File: src/rtl/cpu_pkg.sv
// -----------------------------------------------------------------------------
// cpu_pkg
// Shared types and constants for the pipelined CPU control path.
//   ctrl_state_t : pipeline controller FSM encoding (RUN / MEMWAIT / HALT)
//   ZERO_REG_IDX : architectural zero register, never a hazard source
//   TIMEOUT_W    : width of the memory-wait counter
//   ctrl_out_t   : bundle of the controller's 1-bit pipeline controls
// -----------------------------------------------------------------------------
package cpu_pkg;

  typedef enum logic [1:0] {
    RUN     = 2'b00,
    MEMWAIT = 2'b01,
    HALT    = 2'b10
  } ctrl_state_t;

  localparam logic [4:0] ZERO_REG_IDX = 5'd31;
  localparam int         TIMEOUT_W    = 8;

  typedef struct packed {
    logic pc_write;
    logic ifid_write;
    logic ifid_flush;
    logic idex_bubble;
    logic pipe_hold;
    logic memwb_bubble;
  } ctrl_out_t;

  // Control vectors for each pipeline action.
  localparam ctrl_out_t CTRL_IDLE   = '{pc_write: 1'b1, ifid_write: 1'b1, ifid_flush: 1'b0,
                                        idex_bubble: 1'b0, pipe_hold: 1'b0, memwb_bubble: 1'b0};
  localparam ctrl_out_t CTRL_FREEZE = '{pc_write: 1'b0, ifid_write: 1'b0, ifid_flush: 1'b0,
                                        idex_bubble: 1'b0, pipe_hold: 1'b1, memwb_bubble: 1'b1};
  localparam ctrl_out_t CTRL_STALL  = '{pc_write: 1'b0, ifid_write: 1'b0, ifid_flush: 1'b0,
                                        idex_bubble: 1'b1, pipe_hold: 1'b0, memwb_bubble: 1'b0};
  localparam ctrl_out_t CTRL_FLUSH  = '{pc_write: 1'b1, ifid_write: 1'b1, ifid_flush: 1'b1,
                                        idex_bubble: 1'b0, pipe_hold: 1'b0, memwb_bubble: 1'b0};
  localparam ctrl_out_t CTRL_RESET  = '{pc_write: 1'b0, ifid_write: 1'b0, ifid_flush: 1'b1,
                                        idex_bubble: 1'b1, pipe_hold: 1'b0, memwb_bubble: 1'b1};

endpackage

File: src/rtl/load_use_detect.sv
// -----------------------------------------------------------------------------
// load_use_detect
// Combinational load-use hazard comparator between the load in EX and the
// source registers of the instruction in ID.
//   ex_mem_read : EX instruction is a load
//   ex_rd       : EX destination register
//   id_rn       : ID first source register
//   id_rm       : ID second source register (post Reg2Loc mux)
//   id_rm_used  : ID instruction actually reads id_rm
//   load_use    : hazard present
// -----------------------------------------------------------------------------
module load_use_detect
  import cpu_pkg::*;
#(
  parameter logic [4:0] ZERO_REG = ZERO_REG_IDX
) (
  input  logic       ex_mem_read,
  input  logic [4:0] ex_rd,
  input  logic [4:0] id_rn,
  input  logic [4:0] id_rm,
  input  logic       id_rm_used,
  output logic       load_use
);

  logic w_rn_hit;
  logic w_rm_hit;

  assign w_rn_hit = (ex_rd == id_rn);
  assign w_rm_hit = id_rm_used && (ex_rd == id_rm);

  // The zero register is hard-wired, so a load targeting it never produces
  // a value the consumer must wait for.
  assign load_use = ex_mem_read && (ex_rd != ZERO_REG) && (w_rn_hit || w_rm_hit);

endmodule

File: src/rtl/pipeline_ctrl.sv
// -----------------------------------------------------------------------------
// pipeline_ctrl
// Pipeline hazard / memory-wait controller. Combinational control outputs from
// the registered FSM state; the FSM tracks outstanding data-memory accesses and
// halts the core if memory never responds.
//   clk, reset         : clock, synchronous active-high reset
//   id_rn/id_rm/_used  : ID source registers
//   id_br_taken        : branch resolved taken in ID
//   ex_mem_read, ex_rd : EX load and its destination
//   mem_req, mem_ready : MEM-stage access request and completion
//   pc_write, ifid_write, ifid_flush, idex_bubble, pipe_hold, memwb_bubble
//                      : pipeline register controls
//   halted             : controller in HALT
//   wait_cnt           : current memory-wait cycle count
// -----------------------------------------------------------------------------
module pipeline_ctrl
  import cpu_pkg::*;
#(
  parameter logic [TIMEOUT_W-1:0] TIMEOUT_CYCLES = 8'd255,
  parameter logic [4:0]           ZERO_REG       = ZERO_REG_IDX
) (
  input  logic                 clk,
  input  logic                 reset,
  input  logic [4:0]           id_rn,
  input  logic [4:0]           id_rm,
  input  logic                 id_rm_used,
  input  logic                 id_br_taken,
  input  logic                 ex_mem_read,
  input  logic [4:0]           ex_rd,
  input  logic                 mem_req,
  input  logic                 mem_ready,
  output logic                 pc_write,
  output logic                 ifid_write,
  output logic                 ifid_flush,
  output logic                 idex_bubble,
  output logic                 pipe_hold,
  output logic                 memwb_bubble,
  output logic                 halted,
  output logic [TIMEOUT_W-1:0] wait_cnt
);

  ctrl_state_t          r_state;
  ctrl_state_t          w_state_nxt;
  logic [TIMEOUT_W-1:0] r_wait_cnt;
  logic [TIMEOUT_W-1:0] w_wait_cnt_nxt;

  logic      w_load_use;
  logic      w_freeze;
  logic      w_eval_hazards;
  ctrl_out_t w_ctrl;

  load_use_detect #(
    .ZERO_REG (ZERO_REG)
  ) u_load_use_detect (
    .ex_mem_read (ex_mem_read),
    .ex_rd       (ex_rd),
    .id_rn       (id_rn),
    .id_rm       (id_rm),
    .id_rm_used  (id_rm_used),
    .load_use    (w_load_use)
  );

  // State register
  always_ff @(posedge clk) begin
    if (reset) begin
      r_state    <= RUN;
      r_wait_cnt <= '0;
    end else begin
      r_state    <= w_state_nxt;
      r_wait_cnt <= w_wait_cnt_nxt;
    end
  end

  // Freeze covers the first cycle of a missed access too (RUN, not ready), so
  // nothing downstream advances past an incomplete memory operation.
  assign w_freeze = ((r_state == RUN)     &&  mem_req && !mem_ready) ||
                    ((r_state == MEMWAIT) && !mem_ready)             ||
                     (r_state == HALT);

  // The MEMWAIT release cycle behaves as RUN for hazard evaluation.
  assign w_eval_hazards = (r_state == RUN) || ((r_state == MEMWAIT) && mem_ready);

  // Next state / wait counter
  always_comb begin
    w_state_nxt    = r_state;
    w_wait_cnt_nxt = r_wait_cnt;
    unique case (r_state)
      RUN: begin
        if (mem_req && !mem_ready) begin
          w_state_nxt    = MEMWAIT;
          w_wait_cnt_nxt = TIMEOUT_W'(1);
        end
      end
      MEMWAIT: begin
        if (mem_ready) begin
          w_state_nxt    = RUN;
          w_wait_cnt_nxt = '0;
        end else if (r_wait_cnt < TIMEOUT_CYCLES) begin
          w_wait_cnt_nxt = r_wait_cnt + TIMEOUT_W'(1);
        end else begin
          // Timed out: counter keeps the final value for post-mortem.
          w_state_nxt = HALT;
        end
      end
      HALT: begin
        w_state_nxt = HALT;
      end
      default: begin
        w_state_nxt    = RUN;
        w_wait_cnt_nxt = '0;
      end
    endcase
  end

  // Output decode: reset > freeze > load-use > branch flush.
  always_comb begin
    w_ctrl = CTRL_IDLE;
    if (reset) begin
      w_ctrl = CTRL_RESET;
    end else if (w_freeze) begin
      w_ctrl = CTRL_FREEZE;
    end else if (w_eval_hazards && w_load_use) begin
      // A held ID instruction re-raises any suppressed branch next cycle.
      w_ctrl = CTRL_STALL;
    end else if (w_eval_hazards && id_br_taken) begin
      w_ctrl = CTRL_FLUSH;
    end
  end

  assign pc_write     = w_ctrl.pc_write;
  assign ifid_write   = w_ctrl.ifid_write;
  assign ifid_flush   = w_ctrl.ifid_flush;
  assign idex_bubble  = w_ctrl.idex_bubble;
  assign pipe_hold    = w_ctrl.pipe_hold;
  assign memwb_bubble = w_ctrl.memwb_bubble;
  assign halted       = !reset && (r_state == HALT);
  assign wait_cnt     = r_wait_cnt;

endmodule

File: config.mk
export PLATFORM = sky130hd
export DESIGN_NAME = pipeline_ctrl
export DESIGN_NICKNAME = d
export VERILOG_FILES = /design/src/rtl/cpu_pkg.sv /design/src/rtl/load_use_detect.sv /design/src/rtl/pipeline_ctrl.sv
export SDC_FILE = /design/constraint.sdc
export NUM_CORES = 1
export LEC_CHECK = 0
export ABC_AREA = 1
export CAP_MARGIN = 10
export CORE_UTILIZATION = 42
export CTS_CLUSTER_DIAMETER = 60
export DETAILED_ROUTE_END_ITERATION = 10
export GPL_ROUTABILITY_DRIVEN = 1
export PLACE_DENSITY = 0.76
export RECOVER_POWER = 100
export SKIP_LAST_GASP = 1
export SYNTH_ARGS = -nofsm -noshare
export SYNTH_HDL_FRONTEND = slang
export SYNTH_HIERARCHICAL = 1
export SYNTH_SLANG_ARGS = --single-unit
File: constraint.sdc
create_clock -name clk -period 1.9 [get_ports clk]
set_clock_uncertainty 0.15 [all_clocks]
set_input_delay 0.19 -clock clk [delete_from_list [all_inputs] [get_ports clk]]
set_output_delay 0.19 -clock clk [all_outputs]
set_load 0.01 [all_outputs]
---- After elaboration in Yosys (flattened, before gate mapping) ----
Index checks and enable logic that the tools add are counted.
W data, S select, Z words.
storage, ports and cells
  output and inout port bits .............. 15
  input port bits ......................... 22
  flip-flop bits (word level) ............. 10
operators by class
  reduce and logical (&&, ||, !) cells .... 20
  magnitude comparators ................... 1
  bitwise logic cells ..................... 1
  multiplexer cells ....................... 12
  equal/unequal tests ..................... 8
  $add $sub $neg .......................... 1
operator list
  cell                   count
  $mux W8                3
  $pmux W8 S3            1
  $mux W6                3
  $logic_and A1 B1 Y1    11
  $eq A5 B5 Y1           2
  $add A8 B1 Y8 const B  1
  $lt A8 B8 Y1 const B   1
  $mux W2                3
  $pmux W2 S3            1
  $ne A5 B5 Y1 const B   1
  $logic_or A1 B1 Y1     4
  $mux W4                1
  $ne A3 B2 Y1 const B   1
  $ne A3 B3 Y1 const B   1
  $reduce_and A3 Y1      1
  $eq A2 B1 Y1 const B   1
  $eq A2 B2 Y1 const B   1
  $logic_not A1 Y1       2
  $logic_not A2 Y1       1
  $ne A2 B1 Y1 const B   1
  $reduce_and A2 Y1      1
  $not A1 Y1             1

---- Logic depth before layout (Yosys ltp) ----
Gate-level depths: netlist of run 1.
  depth after elaboration ................. 8
  depth in mapped cells ................... 9
  gate-level depth less buffers ........... 9

---- Modules after synthesis ----
Netlist of run 1, hierarchy kept.
modules (own cells, without submodules)
  module           instances  sequential area each (um2)  cells each  area each (um2)
  pipeline_ctrl    1          200.2                       111         701.9
  load_use_detect  1          0.0                         51          209.0

---- Least setup slack after synthesis of run 1 ----
Ideal clock, no wire load.
  path kind ............................... reg2out
  from .................................... register r_state[1]
  to ...................................... output pc_write
  data required time ...................... 1.560 ns
  data arrival time ....................... 1.252 ns
  cell stages (with the launch flop) ...... 8
  slack ................................... 0.308 ns
  path buffers ............................ 2
  path through ............................ dfxtp_1 -> clkbuf_8 -> nor2_1 -> nand2_1 -> nand2_1 -> nand2_1 -> a21oi_1 -> buf_4
between the ends
  longest elaborated chain between the ends .. 7
ends and longest elaborated chain
  what                                                       line                                                           RTL
  start, declared                                            pipeline_ctrl.sv:42                                            ctrl_state_t r_state;
  start signal, assigned                                     pipeline_ctrl.sv:69                                            r_state <= w_state_nxt;
  $eq A2 B1 Y1 or $logic_not A2 Y1 (tied branches)           pipeline_ctrl.sv:77, pipeline_ctrl.sv:81, pipeline_ctrl.sv:76
  $logic_and A1 B1 Y1 (on tied branches)                     pipeline_ctrl.sv:81, pipeline_ctrl.sv:76
  $logic_or A1 B1 Y1 or $logic_and A1 B1 Y1 (tied branches)  pipeline_ctrl.sv:81, pipeline_ctrl.sv:76
  $logic_and A1 B1 Y1 or $logic_or A1 B1 Y1 (tied branches)  pipeline_ctrl.sv:122, pipeline_ctrl.sv:76
  $mux W6 or $logic_or A1 B1 Y1 (tied branches)              pipeline_ctrl.sv:122, pipeline_ctrl.sv:77
  $mux W6 (*)                                                pipeline_ctrl.sv:120                                           end else if (w_freeze) begin
  $mux W6 (*)                                                pipeline_ctrl.sv:118                                           if (reset) begin
  end, declared                                              pipeline_ctrl.sv:32                                            output logic pc_write,
Mark *: on every way between the ends. The rest lies on a longest branch, timed or not.

---- Final worst setup path of run 1 ----
  from .................................... input mem_ready
  to ...................................... output ifid_write
between the ends
  longest elaborated chain between the ends .. 6
ends and longest elaborated chain
  what                                                       line                                                           RTL
  start, declared                                            pipeline_ctrl.sv:31                                            input logic mem_ready,
  $logic_and A1 B1 Y1 or $logic_not A1 Y1 (tied branches)    pipeline_ctrl.sv:81, pipeline_ctrl.sv:76, pipeline_ctrl.sv:77
  $logic_or A1 B1 Y1, or another cell as far along           pipeline_ctrl.sv:81                                            assign w_eval_hazards = (r_state == RUN) || ((r_state == MEMWAIT) && mem_ready);
  $logic_and A1 B1 Y1 or $logic_or A1 B1 Y1 (tied branches)  pipeline_ctrl.sv:122, pipeline_ctrl.sv:76
  $mux W6 or $logic_or A1 B1 Y1 (tied branches)              pipeline_ctrl.sv:122, pipeline_ctrl.sv:77
  $mux W6 (*)                                                pipeline_ctrl.sv:120
  $mux W6 (*)                                                pipeline_ctrl.sv:118
  end, declared                                              pipeline_ctrl.sv:33                                            output logic ifid_write,
Marks and branches as above.

==> results of run 1 <==
==> worst max-delay path, cell delays in order <==
cell	delay (ns)
clkdlybuf4s50_1	0.51
inv_2	0.06
nand2_1	0.08
nand2_1	0.06
nand2_2	0.09
nand2_1	0.07
a21oi_1	0.15
dlygate4sd2_1	0.29
==> layer usage <==
metal | wire length (um) | vias up | track usage, % | part of all wire, %
met5 | 0 | - | 0 | 0
met4 | 59 | 0 | 14.22 | 2.4
met3 | 174 | 7 | 3.459 | 7.1
met2 | 1194 | 52 | 37.32 | 49
met1 | 1010 | 520 | 23.95 | 41
li1 | - | 591 | - | -
==> kinds of logic after synthesis <==
| family | Yosys count | synth area share (%) |
|---|---|---|
| and+or+nand+nor | 100 | 47.80 |
| buffers and inverters | 33 | 16.62 |
| AOI/OAI and AO/OA | 17 | 11.27 |
| DFF | 10 | 21.98 |
| xor gates and xnor gates | 1 | 0.9617 |
| adders and majority gates | 1 | 1.373 |
==> path summary, 6_finish.rpt <==
check	slack, ns	startpoint	depth (start not counted)	endpoint
setup reg to reg	0.19	wait_cnt[1]	9	wait_cnt[5]
hold / removal	0.36	wait_cnt[4]	2	wait_cnt[4]
setup / recovery	0.06	mem_ready	8	ifid_write
hold reg to reg	0.36	wait_cnt[4]	2	wait_cnt[4]
==> cell type report <==
cell class	count	area, um^2	area share [%]
clock buffers	3	22.52	1.662
inverters	29	108.9	8.033
flip-flops and latches	10	202.7	14.96
repair buffers	46	427.9	31.58
well taps	27	33.78	2.493
multi-input cells	119	559.3	41.27
==> state kept, by name (all words and copies together), names as in the netlist <==
name,cells
wait_cnt,8
r_state,2
==> power by group through the flow <==
stage          clock [mW]  combinational (mW)  sequential, mW
6_report            0.148               0.167           0.217
4_1_cts             0.154               0.171           0.217
2_1_floorplan           0              0.0818           0.222
3_3_place_gp            0               0.175           0.221
5_1_grt             0.160               0.184           0.218
3_5_place_dp            0               0.179           0.221
==> synthesized netlist by cell type (all sizes together) <==
cell / count / area, um^2
clkdlybuf4s18: 1 / 10.01
clkbuf: 1 / 13.76
o21bai: 1 / 7.510
nand4: 4 / 25.02
xnor2: 1 / 8.760
nand3: 15 / 80.08
o21ai: 7 / 46.30
or2: 1 / 6.260
buf: 2 / 18.77
clkinv: 3 / 11.26
nand2: 57 / 219.0
a21oi: 9 / 48.80
dfxtp: 10 / 200.2
nor2: 22 / 100.1
nor3: 1 / 5.000
inv: 26 / 97.59
ha: 1 / 12.51
==> through the flow <==
stage | total power, mW | instance area, um^2 | utilization [%] | hold WS, ns | instances
after floorplan | 0.3037 | 910.9 | - | 0.2045 | 162
after detailed placement | 0.4000 | 1338 | 66.81 | 0.3448 | 231
after CTS | 0.5412 | 1353 | 67.56 | 0.3554 | 234
after global placement | 0.3962 | 1338 | 66.81 | 0.3286 | 231
after global routing | 0.5614 | 1355 | 67.69 | 0.3692 | 234
final | 0.5321 | 1355 | 67.69 | 0.3557 | 234
==> timing repair <==
| item | in CTS | in global routing |
|---|---|---|
| gates resized for setup | 17 | 22 |
| cloned | 0 | 0 |
| setup endpoints to repair | 6 | 7 |
| setup buffers | 0 | 0 |
| pin swaps | 1 | 6 |
==> flow_metrics.tcl, run 1 <==
set metrics [dict create \
    power.density_mw_per_mm2 392.7 \
    avgRoutedWirePerCell_um 10.42 \
    critPathCaptureType "output pin" \
    grt_pass1_wl_mm 3.974 \
    die_x_um 48.57 \
    synth_nets 185 \
    antenna_cells 0 \
    cts_made_buffers 3 \
    ios 37 \
    sw_frac_of_total_pct 30.70 \
    ir_worst_vdd_uv 290.2 \
    synth_area_um2 910.9 \
    fin_crit_ns 1.844 \
    grt_pass1_vias 1046 \
    fill_cells 193 \
    area_delta_synth_final_pct 48.76 \
    cellLeakagePower_nw 0.7422 \
    drtPass1Iterations 4 \
    cts_hold_buf 0 \
    setup_slack_ns 0.05648 \
    drtAntennaViolNets 0 \
    worstPathRequired_ns 1.56 \
    setup_viol 0 \
    max_freq_ghz 0.5424 \
    outcome "completed" \
    clockBufferDepth 2 \
    fin_setup_tns_ns 0 \
    clock-sinks 10 \
    seq_area_frac_synth_pct 21.98 \
    drt-initial-drc-count 44 \
    cts-root-buf "clkbuf_4" \
    ys_ff_latch 10 \
    clk_pin_slew_ns 0.06 \
    core_area_mm2 0.002002 \
    pwr-share-clk_pct 27.7 \
    crit_fanout 3 \
    slew_headroom_pct 79.50 \
    syn_area_per_cell_um2 5.623 \
    vias_per_cell 5.000 \
    crit_arrival_ns 1.50 \
    combPwrFrac_pct 31.4 \
    finalNetCount 232 \
    drc 0 \
    cts_htree_levels 1 \
    start_kind "input port" \
    track_usage_pct 21.43 \
    start_util_pct 45.50 \
    die_area_mm2 0.002359 \
    synthCells 162 \
    drt_wl_total_mm 2.438 \
    grt_max_degree 11 \
    cts_tree "built" \
    switchingPower_uw 163.4 \
    final_common_cell "nand2_1" \
    yosys_warnings 6 \
    ys_types 25 \
    place_congestion 0.8840 \
    grt_overflow_total 0 \
    min_path_type "register to register" \
    dr_total_vias 1170 \
    die_h_um 48.57 \
    drv_cap 0 \
    insertion_delay_ns 0.27 \
    finalMaxSlewViolations 0 \
    place_ws_ns -0.4851 \
    rsz0062_at_grt "true" \
    drive_gt1_share_pct 15.94 \
    dpl.hpwl_mm 1.952 \
    pwr-share-seq_pct 40.8 \
    rows 16 \
    tightest_slew_ns 0.3064 \
    fin_crit_sh_pct 97.03 \
    layout_common_cells "nand2_1, nor2_1, inv_1" \
    crit_type "input port to output pin" \
    hold_viol_final 0 \
    antenna_found_initial 0 \
    portBuffers 36 \
    internal_power_uw 368.7 \
]
(Power assumes the default switching activity.)
==> run 2, diff against run 1 <==
--- a/config.mk
+++ b/config.mk
@@ -6,9 +6,8 @@
 export NUM_CORES = 1
 export LEC_CHECK = 0
 export ABC_AREA = 1
-export CAP_MARGIN = 10
 export CORE_UTILIZATION = 42
-export CTS_CLUSTER_DIAMETER = 60
+export CTS_CLUSTER_DIAMETER = 50
 export DETAILED_ROUTE_END_ITERATION = 10
 export GPL_ROUTABILITY_DRIVEN = 1
 export PLACE_DENSITY = 0.76
==> results of run 2 <==
No change in the layout: final DEF, timing and power equal those of run 1.
==> run 3, diff against run 2 <==
--- a/config.mk
+++ b/config.mk
@@ -6,6 +6,7 @@
 export NUM_CORES = 1
 export LEC_CHECK = 0
 export ABC_AREA = 1
+export CORE_ASPECT_RATIO = 0.9
 export CORE_UTILIZATION = 42
 export CTS_CLUSTER_DIAMETER = 50
 export DETAILED_ROUTE_END_ITERATION = 10
==> run 3 against run 2 <==
  * Die area about the same
  * Clock power up 37%
  * Core utilization increased by 1.6 points
  * Total power up 11%
  * Combinational power about the same
  * Cell area up 0.74%
  * Sequential power barely moved
  * Flip-flop and latch count is the same
  * First-iteration DRC count down 45%
  * Register-to-register slack is essentially flat
  * Critical path type unchanged
  * Largest cell class unchanged
  * Highest routed layer unchanged
==> flow_metrics.tcl, run 3 (synthesis results as in run 1) <==
set metrics [dict create \
    vias_per_cell 4.901 \
    ir_worst_vdd_uv 277.8 \
    finish.utilization_pct 69.27 \
    antenna_found_initial 0 \
    min_to "wait_cnt[4]" \
    track_usage_pct 23.01 \
    pwr-share-seq_pct 36.8 \
    rows 15 \
    portBuffers 36 \
    largest_reg_flops 8 \
    hold_depth 2 \
    rr_worst_depth 9 \
    drtAntennaViolNets 0 \
    drc 0 \
    dr_total_vias 1137 \
    slew_headroom_pct 79.40 \
    fin_crit_sh_pct 95.44 \
    core_area_mm2 0.001971 \
    drv_cap 0 \
    start_util_pct 46.22 \
    holdWs_ns 0.3515 \
    rsz0062_at_grt "true" \
    place_congestion 0.8152 \
    avgRoutedWirePerCell_um 10.28 \
    min_path_type "register to register" \
    drt-initial-drc-count 24 \
    fin_crit_ns 1.813 \
    final_common_cell "nand2_1" \
    sw_frac_of_total_pct 29.87 \
    cts_setup_buffers 0 \
    regToRegEndpoint "wait_cnt[5]" \
    worstHoldStart "wait_cnt[4]" \
    max_freq_ghz 0.5514 \
    antenna_cells 0 \
    drt_wl_total_mm 2.386 \
    grt_max_degree 11 \
    fin_setup_tns_ns 0 \
    r2r_slack_ns 0.19 \
    switchingPower_uw 175.7 \
    critical_path.top_delay_family "buffers and inverters" \
    layout_common_cells "nand2_1, inv_1, nor2_1" \
    crit_chain "clkdlybuf4s50_1, inv_2, nand2_1, nand2_1, nand2_1, nand2_1, clkbuf_4, dlygate4sd2_1" \
    combPwrFrac_pct 28.6 \
    outcome "completed" \
    fill_cells 177 \
    grt_pass1_vias 997 \
    grt_overflow_total 0 \
    cts_made_buffers 3 \
    cpPeakStageDelay_ns 0.49 \
    dpl.hpwl_mm 1.909 \
    die_area_mm2 0.002359 \
    r2r_start "wait_cnt[1]" \
    post_dp_cell_area_mm2 0.001328 \
    clk_pin_slew_ns 0.07 \
    pwr-share-clk_pct 34.6 \
    power.density_mw_per_mm2 430.9 \
    critPathCaptureType "output pin" \
    crit_arrival_ns 1.47 \
    critPathMostFrequentCell "nand2_1" \
    clockBufferDepth 2 \
    critical_path_buf_inv_count 4 \
    drtPass1Iterations 4 \
    die_h_um 46.18 \
    cts_hold_buf 0 \
    cts_tree "built" \
    insertion_delay_ns 0.28 \
    slowest_stage "clkdlybuf4s50_1" \
    finalMaxSlewViolations 0 \
    setup_viol 0 \
    cellLeakagePower_nw 0.7399 \
    start_kind "input port" \
    final_cell_area_mm2 0.001365 \
    tightest_slew_ns 0.3091 \
    finalNetCount 231 \
    die_x_um 51.09 \
    cts_htree_levels 1 \
    internal_power_uw 412.4 \
    drive_gt1_share_pct 15.46 \
    cts-root-buf "clkbuf_4" \
    crit_type "input port to output pin" \
    crit_fanout 4 \
    worstPathRequired_ns 1.56 \
    area_delta_synth_final_pct 49.86 \
    grt_pass1_wl_mm 4.029 \
    clock-sinks 10 \
    hold_viol_final 0 \
    ios 37 \
]
[run 3: tightest hold or removal path: stages, from the launching register on]
cell	delay (ns)
dfxtp_1	0.34
nand2_1	0.07
a21oi_1	0.05
[run 3: worst max-delay path by stage]
stage | depth (start not counted) | endpoint | start | slack (ns)
after global routing | 11 | ifid_flush | ex_rd[2] | -0.01
after CTS | 9 | pc_write | id_rn[3] | 0.002
final | 8 | memwb_bubble | mem_ready | 0.09
after floorplan | 7 | pc_write | r_state[1] | 0.31
after detailed placement | 10 | idex_bubble | ex_rd[3] | -0.55
after global placement | 10 | idex_bubble | ex_rd[3] | -0.55
[run 3: routing by layer]
metal / wire, um / track usage, % / up-vias
met5: 0 / 0 / -
met4: 42 / 10.00 / 0
met3: 138 / 5.611 / 4
met2: 1098 / 39.74 / 40
met1: 1106 / 27.33 / 500
li1: - / - / 593
[run 3: area by class of cell]
| class | instances | area, um^2 | share of cell area (%) |
|---|---|---|---|
| multi-input cells | 119 | 566.8 | 41.52 |
| repair buffers | 45 | 421.7 | 30.89 |
| clock buffers | 4 | 36.28 | 2.658 |
| well taps | 25 | 31.28 | 2.291 |
| flip-flops and latches | 10 | 200.2 | 14.67 |
| inverters | 29 | 108.9 | 7.974 |
[run 3: power groups by stage]
stage / clock [mW] / combinational, mW / sequential [mW]
3_5_place_dp: 0 / 0.178 / 0.221
4_1_cts: 0.206 / 0.167 / 0.217
3_3_place_gp: 0 / 0.174 / 0.222
6_report: 0.203 / 0.168 / 0.217
2_1_floorplan: 0 / 0.0818 / 0.222
5_1_grt: 0.215 / 0.189 / 0.217
[run 3: what timing repair did]
item / in CTS / in global routing
cloned: 0 / 0
endpoints found under the setup margin: 6 / 5
resized for setup: 20 / 18
pin swaps: 3 / 8
[run 3: metrics by stage]
stage,setup WS (ns),instances,total power [mW]
floorplan,0.3083,162,0.3037
global placement,-0.5466,228,0.3959
detailed placement,-0.5531,228,0.3993
CTS,0.002181,232,0.5896
global route,-0.01497,232,0.6212
finish,0.08655,232,0.5882
